### src/rtl/pair_sweep_gen_if.sv
// Bus between the pair sweep sequencer and the DUT interface wrapper.
interface pair_sweep_gen_if #(
    parameter int IN_SIZE = 4,
    parameter int CNT_W   = 9
);
    logic               start;
    logic               pause;
    logic [IN_SIZE-1:0] in_o;
    logic               phase;
    logic               trig;
    logic [CNT_W-1:0]   sim_idx;
    logic               busy;
    logic               done;

    // Sequencer side: takes start/pause, drives the stimulus bus and markers.
    modport master (
        input  start,
        input  pause,
        output in_o,
        output phase,
        output trig,
        output sim_idx,
        output busy,
        output done
    );

    // Consumer side: launches/pauses the sweep and observes the stimulus.
    modport slave (
        output start,
        output pause,
        input  in_o,
        input  phase,
        input  trig,
        input  sim_idx,
        input  busy,
        input  done
    );
endinterface

### src/rtl/pair_sweep_gen.sv
// Pair sweep stimulus sequencer: applies every ordered pair (i, j), i-major,
// as value i (phase A) then value j (phase B), each held HOLD cycles, with a
// one-cycle trigger at each A->B transition and a running pair index.
module pair_sweep_gen #(
    parameter int IN_SIZE = 4,
    parameter int SIM     = 16,
    parameter int HOLD    = 1,
    parameter int CNT_W   = 9
) (
    input  logic             clk,
    input  logic             rst,
    pair_sweep_gen_if.master bus
);

    localparam int HW = (HOLD > 1) ? $clog2(HOLD) : 1;
    localparam logic [HW-1:0]      HOLD_LAST = HW'(HOLD - 1);
    localparam logic [IN_SIZE-1:0] VAL_LAST  = IN_SIZE'(SIM - 1);

    typedef enum logic [1:0] {
        IDLE,
        A_PH,
        B_PH,
        DONE
    } state_t;

    state_t             state_q, state_d;
    logic [HW-1:0]      hold_q, hold_d;
    logic [IN_SIZE-1:0] i_q, i_d;
    logic [IN_SIZE-1:0] j_q, j_d;
    logic [CNT_W-1:0]   idx_q, idx_d;

    logic [IN_SIZE-1:0] in_q, in_d;
    logic               phase_q, phase_d;
    logic               trig_q, trig_d;
    logic               busy_q, busy_d;
    logic               done_q, done_d;

    logic               hold_end;

    assign hold_end = (hold_q == HOLD_LAST);

    // State, counters and registered outputs.
    always_ff @(posedge clk) begin
        if (rst) begin
            state_q <= IDLE;
            hold_q  <= '0;
            i_q     <= '0;
            j_q     <= '0;
            idx_q   <= '0;
            in_q    <= '0;
            phase_q <= 1'b0;
            trig_q  <= 1'b0;
            busy_q  <= 1'b0;
            done_q  <= 1'b0;
        end else begin
            state_q <= state_d;
            hold_q  <= hold_d;
            i_q     <= i_d;
            j_q     <= j_d;
            idx_q   <= idx_d;
            in_q    <= in_d;
            phase_q <= phase_d;
            trig_q  <= trig_d;
            busy_q  <= busy_d;
            done_q  <= done_d;
        end
    end

    // Next state: launch, hold counting, pair stepping; pause freezes A/B.
    always_comb begin
        state_d = state_q;
        hold_d  = hold_q;
        i_d     = i_q;
        j_d     = j_q;
        idx_d   = idx_q;
        case (state_q)
            IDLE: begin
                if (bus.start) begin
                    state_d = A_PH;
                    hold_d  = '0;
                    i_d     = '0;
                    j_d     = '0;
                    idx_d   = '0;
                end
            end
            A_PH: begin
                if (!bus.pause) begin
                    if (hold_end) begin
                        state_d = B_PH;
                        hold_d  = '0;
                    end else begin
                        hold_d = hold_q + 1'b1;
                    end
                end
            end
            B_PH: begin
                if (!bus.pause) begin
                    if (hold_end) begin
                        hold_d = '0;
                        if (j_q != VAL_LAST) begin
                            j_d     = j_q + 1'b1;
                            idx_d   = idx_q + 1'b1;
                            state_d = A_PH;
                        end else if (i_q != VAL_LAST) begin
                            j_d     = '0;
                            i_d     = i_q + 1'b1;
                            idx_d   = idx_q + 1'b1;
                            state_d = A_PH;
                        end else begin
                            state_d = DONE;
                        end
                    end else begin
                        hold_d = hold_q + 1'b1;
                    end
                end
            end
            DONE: begin
                state_d = IDLE;
            end
            default: begin
                state_d = IDLE;
            end
        endcase
    end

    // Output values for the coming cycle, derived from the next state so every
    // output is registered; trig is only the A->B edge, so a pause cannot stretch it.
    always_comb begin
        in_d    = '0;
        phase_d = 1'b0;
        trig_d  = 1'b0;
        busy_d  = 1'b0;
        done_d  = 1'b0;
        case (state_d)
            A_PH: begin
                in_d   = i_d;
                busy_d = 1'b1;
            end
            B_PH: begin
                in_d    = j_d;
                phase_d = 1'b1;
                trig_d  = (state_q == A_PH);
                busy_d  = 1'b1;
            end
            DONE: begin
                done_d = 1'b1;
            end
            default: begin
                in_d = '0;
            end
        endcase
    end

    assign bus.in_o    = in_q;
    assign bus.phase   = phase_q;
    assign bus.trig    = trig_q;
    assign bus.sim_idx = idx_q;
    assign bus.busy    = busy_q;
    assign bus.done    = done_q;

endmodule

### src/flat_wrapper.sv
// flat-port wrapper written by rule: the top's interface ports become plain ports
module pair_sweep_gen_flat 
#(
    parameter int IN_SIZE = 4,
    parameter int SIM     = 16,
    parameter int HOLD    = 1,
    parameter int CNT_W   = 9
)
  (clk, rst, bus_start, bus_pause, bus_in_o, bus_phase, bus_trig, bus_sim_idx, bus_busy, bus_done);
  pair_sweep_gen_if #(.IN_SIZE(IN_SIZE), .CNT_W(CNT_W)) bus_i ();
  input  logic clk;
  input  logic rst;
  input wire logic [$bits(bus_i.start)-1:0] bus_start;
  input wire logic [$bits(bus_i.pause)-1:0] bus_pause;
  output wire logic [$bits(bus_i.in_o)-1:0] bus_in_o;
  output wire logic [$bits(bus_i.phase)-1:0] bus_phase;
  output wire logic [$bits(bus_i.trig)-1:0] bus_trig;
  output wire logic [$bits(bus_i.sim_idx)-1:0] bus_sim_idx;
  output wire logic [$bits(bus_i.busy)-1:0] bus_busy;
  output wire logic [$bits(bus_i.done)-1:0] bus_done;
  assign bus_i.start = bus_start;
  assign bus_i.pause = bus_pause;
  assign bus_in_o = bus_i.in_o;
  assign bus_phase = bus_i.phase;
  assign bus_trig = bus_i.trig;
  assign bus_sim_idx = bus_i.sim_idx;
  assign bus_busy = bus_i.busy;
  assign bus_done = bus_i.done;
  pair_sweep_gen #(.IN_SIZE(IN_SIZE), .SIM(SIM), .HOLD(HOLD), .CNT_W(CNT_W)) u_core (.clk(clk), .rst(rst), .bus(bus_i));
endmodule
### config.mk
export PLATFORM = sky130hd
export DESIGN_NAME = pair_sweep_gen_flat
export DESIGN_NICKNAME = d
export VERILOG_FILES = /design/src/rtl/pair_sweep_gen_if.sv /design/src/rtl/pair_sweep_gen.sv /design/src/flat_wrapper.sv
export SDC_FILE = /design/constraint.sdc
export NUM_CORES = 1
export LEC_CHECK = 0
export CAP_MARGIN = 20
export CORE_ASPECT_RATIO = 1.5
export CORE_MARGIN = 8
export CORE_UTILIZATION = 49
export CTS_BUF_LIST = sky130_fd_sc_hd__clkbuf_4 sky130_fd_sc_hd__clkbuf_8
export DETAILED_ROUTE_END_ITERATION = 10
export PLACE_DENSITY = 0.88
export SKIP_CTS_REPAIR_TIMING = 1
export SLEW_MARGIN = 10
export SYNTH_ARGS = -nofsm -noshare
export SYNTH_HDL_FRONTEND = slang
export SYNTH_SLANG_ARGS = --single-unit
### constraint.sdc
create_clock -name clk -period 2 [get_ports clk]
set_input_delay 0.3 -clock clk [delete_from_list [all_inputs] [get_ports clk]]
set_output_delay 0.3 -clock clk [all_outputs]
set_load 0.05 [all_outputs]
==> results of run 1 <==
## metal layers
layer | routed length [um] | vias to the layer above
met5 | 0 | -
met4 | 31 | 0
met3 | 93 | 4
met2 | 1813 | 21
met1 | 1195 | 544
li1 | - | 595
## logic make-up after synthesis
logic type | count (synthesis) | synth area share, %
compound gates | 24 | 12.35
xor+xnor | 8 | 5.359
fa+ha+maj | 6 | 5.741
mux | 2 | 1.531
buf+inv | 9 | 3.923
flops | 27 | 41.34
simple gates | 73 | 29.76
## registers in the layout (all words and copies together), names as in the netlist
| register | count |
|---|---|
| u_core.bus.trig | 1 |
| u_core.state_q | 2 |
| u_core.bus.busy | 1 |
| u_core.bus.phase | 1 |
| u_core.bus.sim_idx | 9 |
| u_core.i_q | 4 |
| u_core.bus.in_o | 4 |
| u_core.bus.done | 1 |
| u_core.j_q | 4 |
## through the flow
stage / cell area (um^2) / total power, W / worst slack (ns) / hold slack [ns]
after global routing: 1755 / 0.001060 / 0.02545 / 0.5269
after global placement: 1660 / 0.0007057 / -0.1237 / 0.4731
after CTS: 1709 / 0.001010 / -0.08894 / 0.5018
after detailed placement: 1660 / 0.0007091 / -0.1922 / 0.4890
after floorplan: 1308 / 0.0006556 / 0.03213 / 0.3716
final: 1755 / 0.001017 / 0.1250 / 0.5064
## placed cells by master, fill, tap and decap left out, types with 3 or more instances in the layout
cell,netlist,final
nand3_1,9,9
clkdlybuf4s50_1,0,20
dfxtp_1,27,27
nor2_1,26,25
nand2b_1,4,4
clkbuf_8,0,3
nor2b_1,6,6
nand2_1,9,8
xor2_1,7,7
a21oi_1,9,8
ha_1,6,4
buf_4,0,20
o22ai_1,3,3
inv_1,4,4
## power groups by stage
stage	combinational (W)	sequential, W	clock, W
3_5_place_dp	0.000139	0.000570	0
2_1_floorplan	0.0000679	0.000588	0
6_report	0.000153	0.000557	0.000307
3_3_place_gp	0.000136	0.000569	0
4_1_cts	0.000140	0.000557	0.000313
5_1_grt	0.000165	0.000559	0.000337
## synthesized netlist by cell type, drive strengths merged (2+ instances only)
cell / count / area share [%]
a21oi: 9 / 3.4
and2b: 2 / 1.3
and3: 5 / 2.5
and4b: 2 / 1.5
buf: 4 / 2.5
dfxtp: 27 / 41
ha: 6 / 5.7
inv: 4 / 1.1
mux2i: 2 / 1.5
nand2: 9 / 2.6
nand2b: 4 / 1.9
nand3: 9 / 3.4
nand4: 2 / 0.96
nand4b: 2 / 1.3
nor2: 26 / 7.5
nor2b: 7 / 3.9
o21ai: 3 / 1.4
o22ai: 3 / 1.4
xor2: 7 / 4.7
## worst min path at each step
stage / endpoint / from / depth (start not counted)
6_report: u_core.bus.sim_idx[1] / u_core.bus.sim_idx[1] / 2
5_1_grt: u_core.bus.sim_idx[1] / u_core.bus.sim_idx[1] / 2
4_1_cts: u_core.bus.sim_idx[1] / u_core.bus.sim_idx[1] / 2
3_5_place_dp: u_core.bus.sim_idx[1] / u_core.bus.sim_idx[1] / 2
3_3_place_gp: u_core.bus.sim_idx[1] / u_core.bus.sim_idx[1] / 2
2_1_floorplan: u_core.j_q[2] / rst / 1
## critical path, cell delays in order
cell             delay (ns)
clkdlybuf4s50_1        0.66
nor2_1                 0.09
a21oi_1                0.33
ha_4                   0.27
nor2_4                 0.12
buf_4                  0.13
nand3_1                0.07
o21ai_1                0.11
## layout make-up
| class | instances | area share, % |
|---|---|---|
| clock inverters | 1 | 0.4277 |
| multi-input cells | 113 | 42.98 |
| inverters | 4 | 0.8553 |
| flip-flops and latches | 27 | 30.79 |
| clock buffers | 3 | 2.352 |
| well taps | 37 | 2.637 |
| repair buffers | 40 | 19.96 |
==> results.yml, run 1 <==
run_status:
  status: "finished clean"
power_and_ir_drop:
  cellPowerDensity_nw_per_um2: 579.1
  vdd.ir_drop.worst_mv: 0.6261
  swShare_pct: 25.80
  clkPwrFrac_pct: 30.2
  leakage_nw: 0.7005
  seqPwrFrac_pct: 54.8
  p_switching_w: 0.0002623
  combinationalPowerShare_pct: 15.0
  p_int_w: 0.0007542
grt:
  gr-total-overflow: 0
  grt_use_met2_pct: 30.49
  antenna_found_initial: 0
  globalRouteTotalUtil_pct: 14.06
  met1_usage_pct: 11.83
  grt_use_met3_pct: 2.423
  grt_pass1_vias: 1186
  grt.busiest_layer: "met2"
  grt_pass1_wl_um: 5133
  grt_max_degree: 17
cts:
  clock_insertion_delay_worst_skew_ns: 0.27
  cts_buffers: 3
  cts-root-buf: "clkbuf_8"
  clk_pin_slew_worst_paths_ns: 0.09
  cts_tree: "built"
  max-clock-path-buffers: 2
  htreeDepth: 1
  cts_sinks: 27
critical_path:
  r2r_slack_ns: 0.15
  critPathArrivalTime_ns: 2.07
  cp-start-kind: "primary input"
  r2r-start: "u_core.i_q[0]"
  worstSetupEndpoint: "u_core.bus.in_o[2]"
  reg2reg_depth: 10
  cp.required_ns: 2.20
  critPathCaptureType: "flip-flop"
  rr_endpoint: "u_core.bus.in_o[2]"
  crit_type: "in2reg"
  path_max_fanout: 8
  critPathLaunch: "bus_pause"
synth:
  syn_area_um2: 1308
  synth_edf_count: 0
  synth-seq-area-share_pct: 41.34
  synth_nets: 159
  async_flop_share_pct: 0
  syn-instance-count: 149
  avgSynthCellArea_um2: 8.775
  synth_cell_types: 39
  ys_ff_latch: 27
  ys.flop_type: "dfxtp_1"
  ys_warn_count: 0
floorplan:
  dieArea_um2: 4611
  die_w_um: 58.18
  coreArea_um2: 2619
  start_util_pct: 49.93
  row_count: 23
  die_h_um: 79.27
  io_pins: 21
place:
  place_congestion: 0.8777
  dp.cells: 220
  io_buffers: 20
  dp_hpwl_um: 2598
sta:
  max_freq_ghz: 0.5333
  tightestPinTransition_ns: 0.5042
  fin_skew_ns: 0.003240
  slew_headroom_pct: 66.28
  slew_viol_final: 0
  fin_setup_tns_ns: 0
  finalCritPeriodShare_pct: 93.75
  rsz0062_at_grt: "no"
  min_period_ns: 1.875
  finalSetupViolCount: 0
  finalHoldViolCount: 0
final_layout:
  fin_cells: 225
  nets: 199
  fillerInstances: 217
  diodes: 0
  multi_input_area_um2: 754.5
  syn_to_final_growth_pct: 34.26
  seq_area_um2: 540.5
  finish.utilization_pct: 67.03
  drive_gt1_share_pct: 20.74
worst_hold_path:
  hold_class: "reg2reg"
route:
  wirelength_um: 3134
  drcViolationCount: 0
  vias: 1164
  drt_iter0_drc: 20
  dr.pass1.iters: 4
  vias_per_cell: 5.173
  wire_per_inst_um: 13.93
  antenna_left: 0
flow_run:
  max-cap-violations: 0
(Power assumes the default switching activity.)
==> inputs of run 2 (changes only) <==
--- a/config.mk
+++ b/config.mk
@@ -11,6 +11,7 @@
 export CORE_UTILIZATION = 49
 export CTS_BUF_LIST = sky130_fd_sc_hd__clkbuf_4 sky130_fd_sc_hd__clkbuf_8
 export DETAILED_ROUTE_END_ITERATION = 10
+export GPL_TIMING_DRIVEN = 0
 export PLACE_DENSITY = 0.88
 export SKIP_CTS_REPAIR_TIMING = 1
 export SLEW_MARGIN = 10
==> results.yml, run 2 (same netlist as run 1, synthesis figures left out) <==
final_layout:
  multi_input_area_um2: 755.7
  syn_to_final_growth_pct: 26.99
  diodes: 0
  layout_commonest_cell: "nor2_1"
  mostFrequentLayoutCells: "nor2_1 (25), dfxtp_1 (23), clkdlybuf4s50_1 (19)"
  nets: 186
  fillerInstances: 212
  drive_gt1_share_pct: 17.71
  largest_register_ffs: 9
  finish.utilization_pct: 63.40
  seq_area_um2: 545.5
route:
  wire_per_inst_um: 14.67
  antenna_left: 0
  vias: 1154
  drcViolationCount: 0
  drt_iter0_drc: 35
  vias_per_cell: 5.443
  dr.pass1.iters: 4
  wirelength_um: 3111
run_status:
  violations: "setup timing"
  status: "complete, but fails checks"
critical_path:
  cp-start-kind: "flip-flop"
  cp.required_ns: 2.21
  critPathCaptureType: "flip-flop"
  rr_endpoint: "u_core.bus.in_o[0]"
  path_max_fanout: 5
  r2r_slack_ns: -0.01
  reg2reg_depth: 9
  crit_type: "reg2reg"
  r2r-start: "u_core.j_q[0]"
  critPathArrivalTime_ns: 2.22
power_and_ir_drop:
  leakage_nw: 0.6357
  cellPowerDensity_nw_per_um2: 617.2
  power.total_w: 0.001025
  vdd.ir_drop.worst_mv: 0.3511
worst_hold_path:
  min_from: "bus_pause"
  hold_end: "u_core.state_q[0]"
  whs_path_depth: 3
  hold_class: "in2reg"
grt:
  gr-total-overflow: 0
  antenna_found_initial: 0
  grt_pass1_vias: 1127
  grt_max_degree: 17
  globalRouteTotalUtil_pct: 13.14
  grt_pass1_wl_um: 4830
sta:
  finalCritPeriodShare_pct: 100.7
  rsz0062_at_grt: "yes"
  finalSetupViolCount: 1
  slew_viol_final: 0
  fin_setup_tns_ns: -0.01414
  min_period_ns: 2.014
  slew_headroom_pct: 65.76
  finalHoldViolCount: 0
  max_freq_ghz: 0.4965
  setup_ws_ns: -0.01414
  tightestPinTransition_ns: 0.5119
  fin_skew_ns: 0.001155
floorplan:
  row_count: 23
  io_pins: 21
  die_h_um: 79.27
  coreArea_um2: 2619
  start_util_pct: 49.93
  die_w_um: 58.18
  dieArea_um2: 4611
cts:
  cts_sinks: 27
  cts_tree: "built"
  cts-root-buf: "clkbuf_8"
  max-clock-path-buffers: 2
  clock_insertion_delay_worst_skew_ns: 0.28
  htreeDepth: 1
  clk_pin_slew_worst_paths_ns: 0.09
  cts_buffers: 3
flow_run:
  max-cap-violations: 0
place:
  place_congestion: 0.8492
  dp_hpwl_um: 2226
  io_buffers: 19
run 2: metrics by stage:
step                      worst slack, ns  instances  instance area [um^2]  hold WS [ns]
after floorplan                   0.03213        149                  1308        0.3716
after global placement            -0.4232        205                  1544        0.4774
after detailed placement          -0.4724        205                  1544        0.4911
after CTS                         -0.2713        209                  1593        0.3719
after global routing              -0.1029        212                  1660        0.3833
final                            -0.01414        212                  1660        0.3756
run 2: area by class of cell:
| cell class | count | area share, % |
|---|---|---|
| Clock buffer | 3 | 2.487 |
| Timing Repair Buffer | 22 | 12.81 |
| Inverter | 4 | 0.9043 |
| Tap cell | 37 | 2.788 |
| Buffer | 5 | 2.185 |
| Multi-Input combinational cell | 113 | 45.52 |
| Clock inverter | 1 | 0.4521 |
| Sequential cell | 27 | 32.86 |
run 2: power breakdown:
| part | internal (W) | switching, W | total, W | leakage [nW] |
|---|---|---|---|---|
| Combinational | 0.0000582 | 0.0000882 | 0.000146 | 0.394 |
| Sequential | 0.000547 | 0.00000885 | 0.000555 | 0.220 |
| Clock | 0.000142 | 0.000181 | 0.000323 | 0.0217 |
| Total | 0.000747 | 0.000278 | 0.00102 | 0.636 |
run 2: worst max path at each step:
stage	to	startpoint	cells past startpoint	slack (ns)
global placement	u_core.bus.in_o[2]	bus_start	8	-0.42
CTS	u_core.bus.in_o[0]	u_core.i_q[0]	9	-0.27
floorplan	u_core.bus.in_o[0]	u_core.i_q[0]	9	0.03
finish	u_core.bus.in_o[0]	u_core.j_q[0]	9	-0.01
global route	u_core.bus.in_o[0]	u_core.j_q[0]	9	-0.10
detailed placement	u_core.bus.in_o[0]	bus_start	8	-0.47
run 2: worst max-delay path, cell delays in order (launching register included):
cell and delay [ns]:
dfxtp_2 0.35, ha_2 0.21, and3_4 0.20, a21oi_2 0.17, o22a_2 0.18, inv_1 0.07, ha_1 0.32, nor2_4 0.18
nand2_2 0.11, o22ai_1 0.17
run 2: routing by layer:
layer  track usage, %  part of all wire (%)  up-vias
li1                 -                     -      568
met1            12.46                    36      538
met2            24.78                    55       41
met3            3.393                   6.5        7
met4            6.897                   2.3        0
met5                0                     0        -
==> inputs of run 3 (changes only) <==
--- a/config.mk
+++ b/config.mk
@@ -13,6 +13,7 @@
 export DETAILED_ROUTE_END_ITERATION = 10
 export GPL_TIMING_DRIVEN = 0
 export PLACE_DENSITY = 0.88
+export REMOVE_ABC_BUFFERS = 1
 export SKIP_CTS_REPAIR_TIMING = 1
 export SLEW_MARGIN = 10
 export SYNTH_ARGS = -nofsm -noshare
==> results.yml, run 3 (same netlist as run 1, synthesis figures left out) <==
run_status:
  status: "finished clean"
final_layout:
  drive_gt1_share_pct: 18.34
  syn_to_final_growth_pct: 27.75
  fin_cells: 206
  seq_area_um2: 546.8
  nets: 180
  diodes: 0
  fillerInstances: 197
  largest_register_ffs: 9
  final_area_um2: 1670
  layout_commonest_cell: "nor2_1"
  multi_input_area_um2: 808.3
  mostFrequentLayoutCells: "nor2_1 (25), dfxtp_1 (24), clkdlybuf4s50_1 (20)"
power_and_ir_drop:
  vdd.ir_drop.worst_mv: 0.4874
  cellPowerDensity_nw_per_um2: 600.0
  leakage_nw: 0.6209
route:
  drt_iter0_drc: 59
  wirelength_um: 3083
  dr.pass1.iters: 4
  vias: 1144
  antenna_left: 0
  drcViolationCount: 0
  wire_per_inst_um: 14.97
  vias_per_cell: 5.553
grt:
  grt_pass1_wl_um: 4816
  gr-total-overflow: 0
  antenna_found_initial: 0
  grt_pass1_vias: 1145
  globalRouteTotalUtil_pct: 12.92
  grt_max_degree: 16
flow_run:
  max-cap-violations: 0
floorplan:
  die_w_um: 58.18
  row_count: 23
  coreArea_um2: 2619
  dieArea_um2: 4611
  io_pins: 21
  start_util_pct: 49.93
  die_h_um: 79.27
worst_hold_path:
  hold_class: "reg2reg"
  min_from: "u_core.bus.sim_idx[8]"
  whs_path_depth: 2
  hold_end: "u_core.bus.sim_idx[8]"
sta:
  finalSetupViolCount: 0
  slew_viol_final: 0
  slew_headroom_pct: 64.31
  setup_ws_ns: 0.05709
  tightestPinTransition_ns: 0.5337
  finalHoldViolCount: 0
  hold_slack_ns: 0.5158
  fin_skew_ns: 0.006619
  rsz0062_at_grt: "no"
  finalCritPeriodShare_pct: 97.15
  min_period_ns: 1.943
  max_freq_ghz: 0.5147
critical_path:
  cp.required_ns: 2.16
  critPathArrivalTime_ns: 2.11
  reg2reg_depth: 9
  cp-start-kind: "primary input"
  critPathCaptureType: "flip-flop"
  r2r-start: "u_core.i_q[0]"
  r2r_slack_ns: 0.09
  rr_endpoint: "u_core.bus.in_o[0]"
  crit_type: "in2reg"
  path_max_fanout: 9
cts:
  cts_sinks: 27
  clk_pin_slew_worst_paths_ns: 0.09
  cts-root-buf: "clkbuf_8"
  htreeDepth: 1
  cts_buffers: 3
  clock_insertion_delay_worst_skew_ns: 0.28
  max-clock-path-buffers: 2
  cts_tree: "built"
place:
  io_buffers: 20
  placed_cell_area_um2: 1518
  dp_hpwl_um: 2157
  place_congestion: 0.8791
  dp.cells: 201
  pre_cts_ws_ns: -0.5447
[run 3: cell types whose count changed in the layout (fill, tap and decap cells not counted), sizes merged]
cell and delta:
clkdlybuf4s50 +1, clkinvlp -1, buf -6, clkinv +1, clkbuf -1
[run 3: cell type report]
cell class | count | area share, %
clock buffer | 3 | 2.472
clock inverter | 1 | 0.2996
multi-input combinational | 113 | 48.39
inverter | 4 | 0.8989
sequential | 27 | 32.73
tap | 37 | 2.772
timing repair buffer | 21 | 12.43
[run 3: worst max path at each step]
stage	slack, ns	startpoint	endpoint
finish	0.06	bus_pause	u_core.bus.in_o[1]
global route	0.009	u_core.i_q[0]	u_core.bus.in_o[0]
CTS	-0.43	u_core.i_q[0]	u_core.bus.in_o[0]
detailed placement	-0.54	bus_start	u_core.bus.in_o[2]
global placement	-0.39	bus_start	u_core.bus.in_o[0]
floorplan	0.03	u_core.i_q[0]	u_core.bus.in_o[0]
[run 3: power breakdown]
part | internal (W) | switching (W) | total (W) | leakage, nW
Combinational | 0.0000521 | 0.0000890 | 0.000141 | 0.375
Sequential | 0.000545 | 0.00000980 | 0.000555 | 0.220
Clock | 0.000140 | 0.000166 | 0.000306 | 0.0255
Total | 0.000737 | 0.000265 | 0.00100 | 0.621
[run 3: worst max-delay path: stages]
cell	delay [ns]
clkdlybuf4s50_1	0.70
and4b_1	0.29
nor2b_4	0.16
a32o_1	0.25
a21oi_1	0.27
o22ai_2	0.14
[run 3: per-stage QoR]
stage / setup TNS [ns] / util, % / power [W]
floorplan: 0 / - / 0.0006434
global placement: -1.715 / 57.96 / 0.0006792
detailed placement: -2.566 / 57.96 / 0.0006837
CTS: -1.715 / 59.72 / 0.0009819
global route: 0 / 63.78 / 0.001041
finish: 0 / 63.78 / 0.001002
[run 3: routing by layer]
metal  vias up  global-route usage (%)  wire [um]
met3         9                   4.362        190
met1       541                   12.87       1134
met2        36                   22.42       1656
li1        558                       -          -
met5         -                       0          0
met4         0                   7.882        101
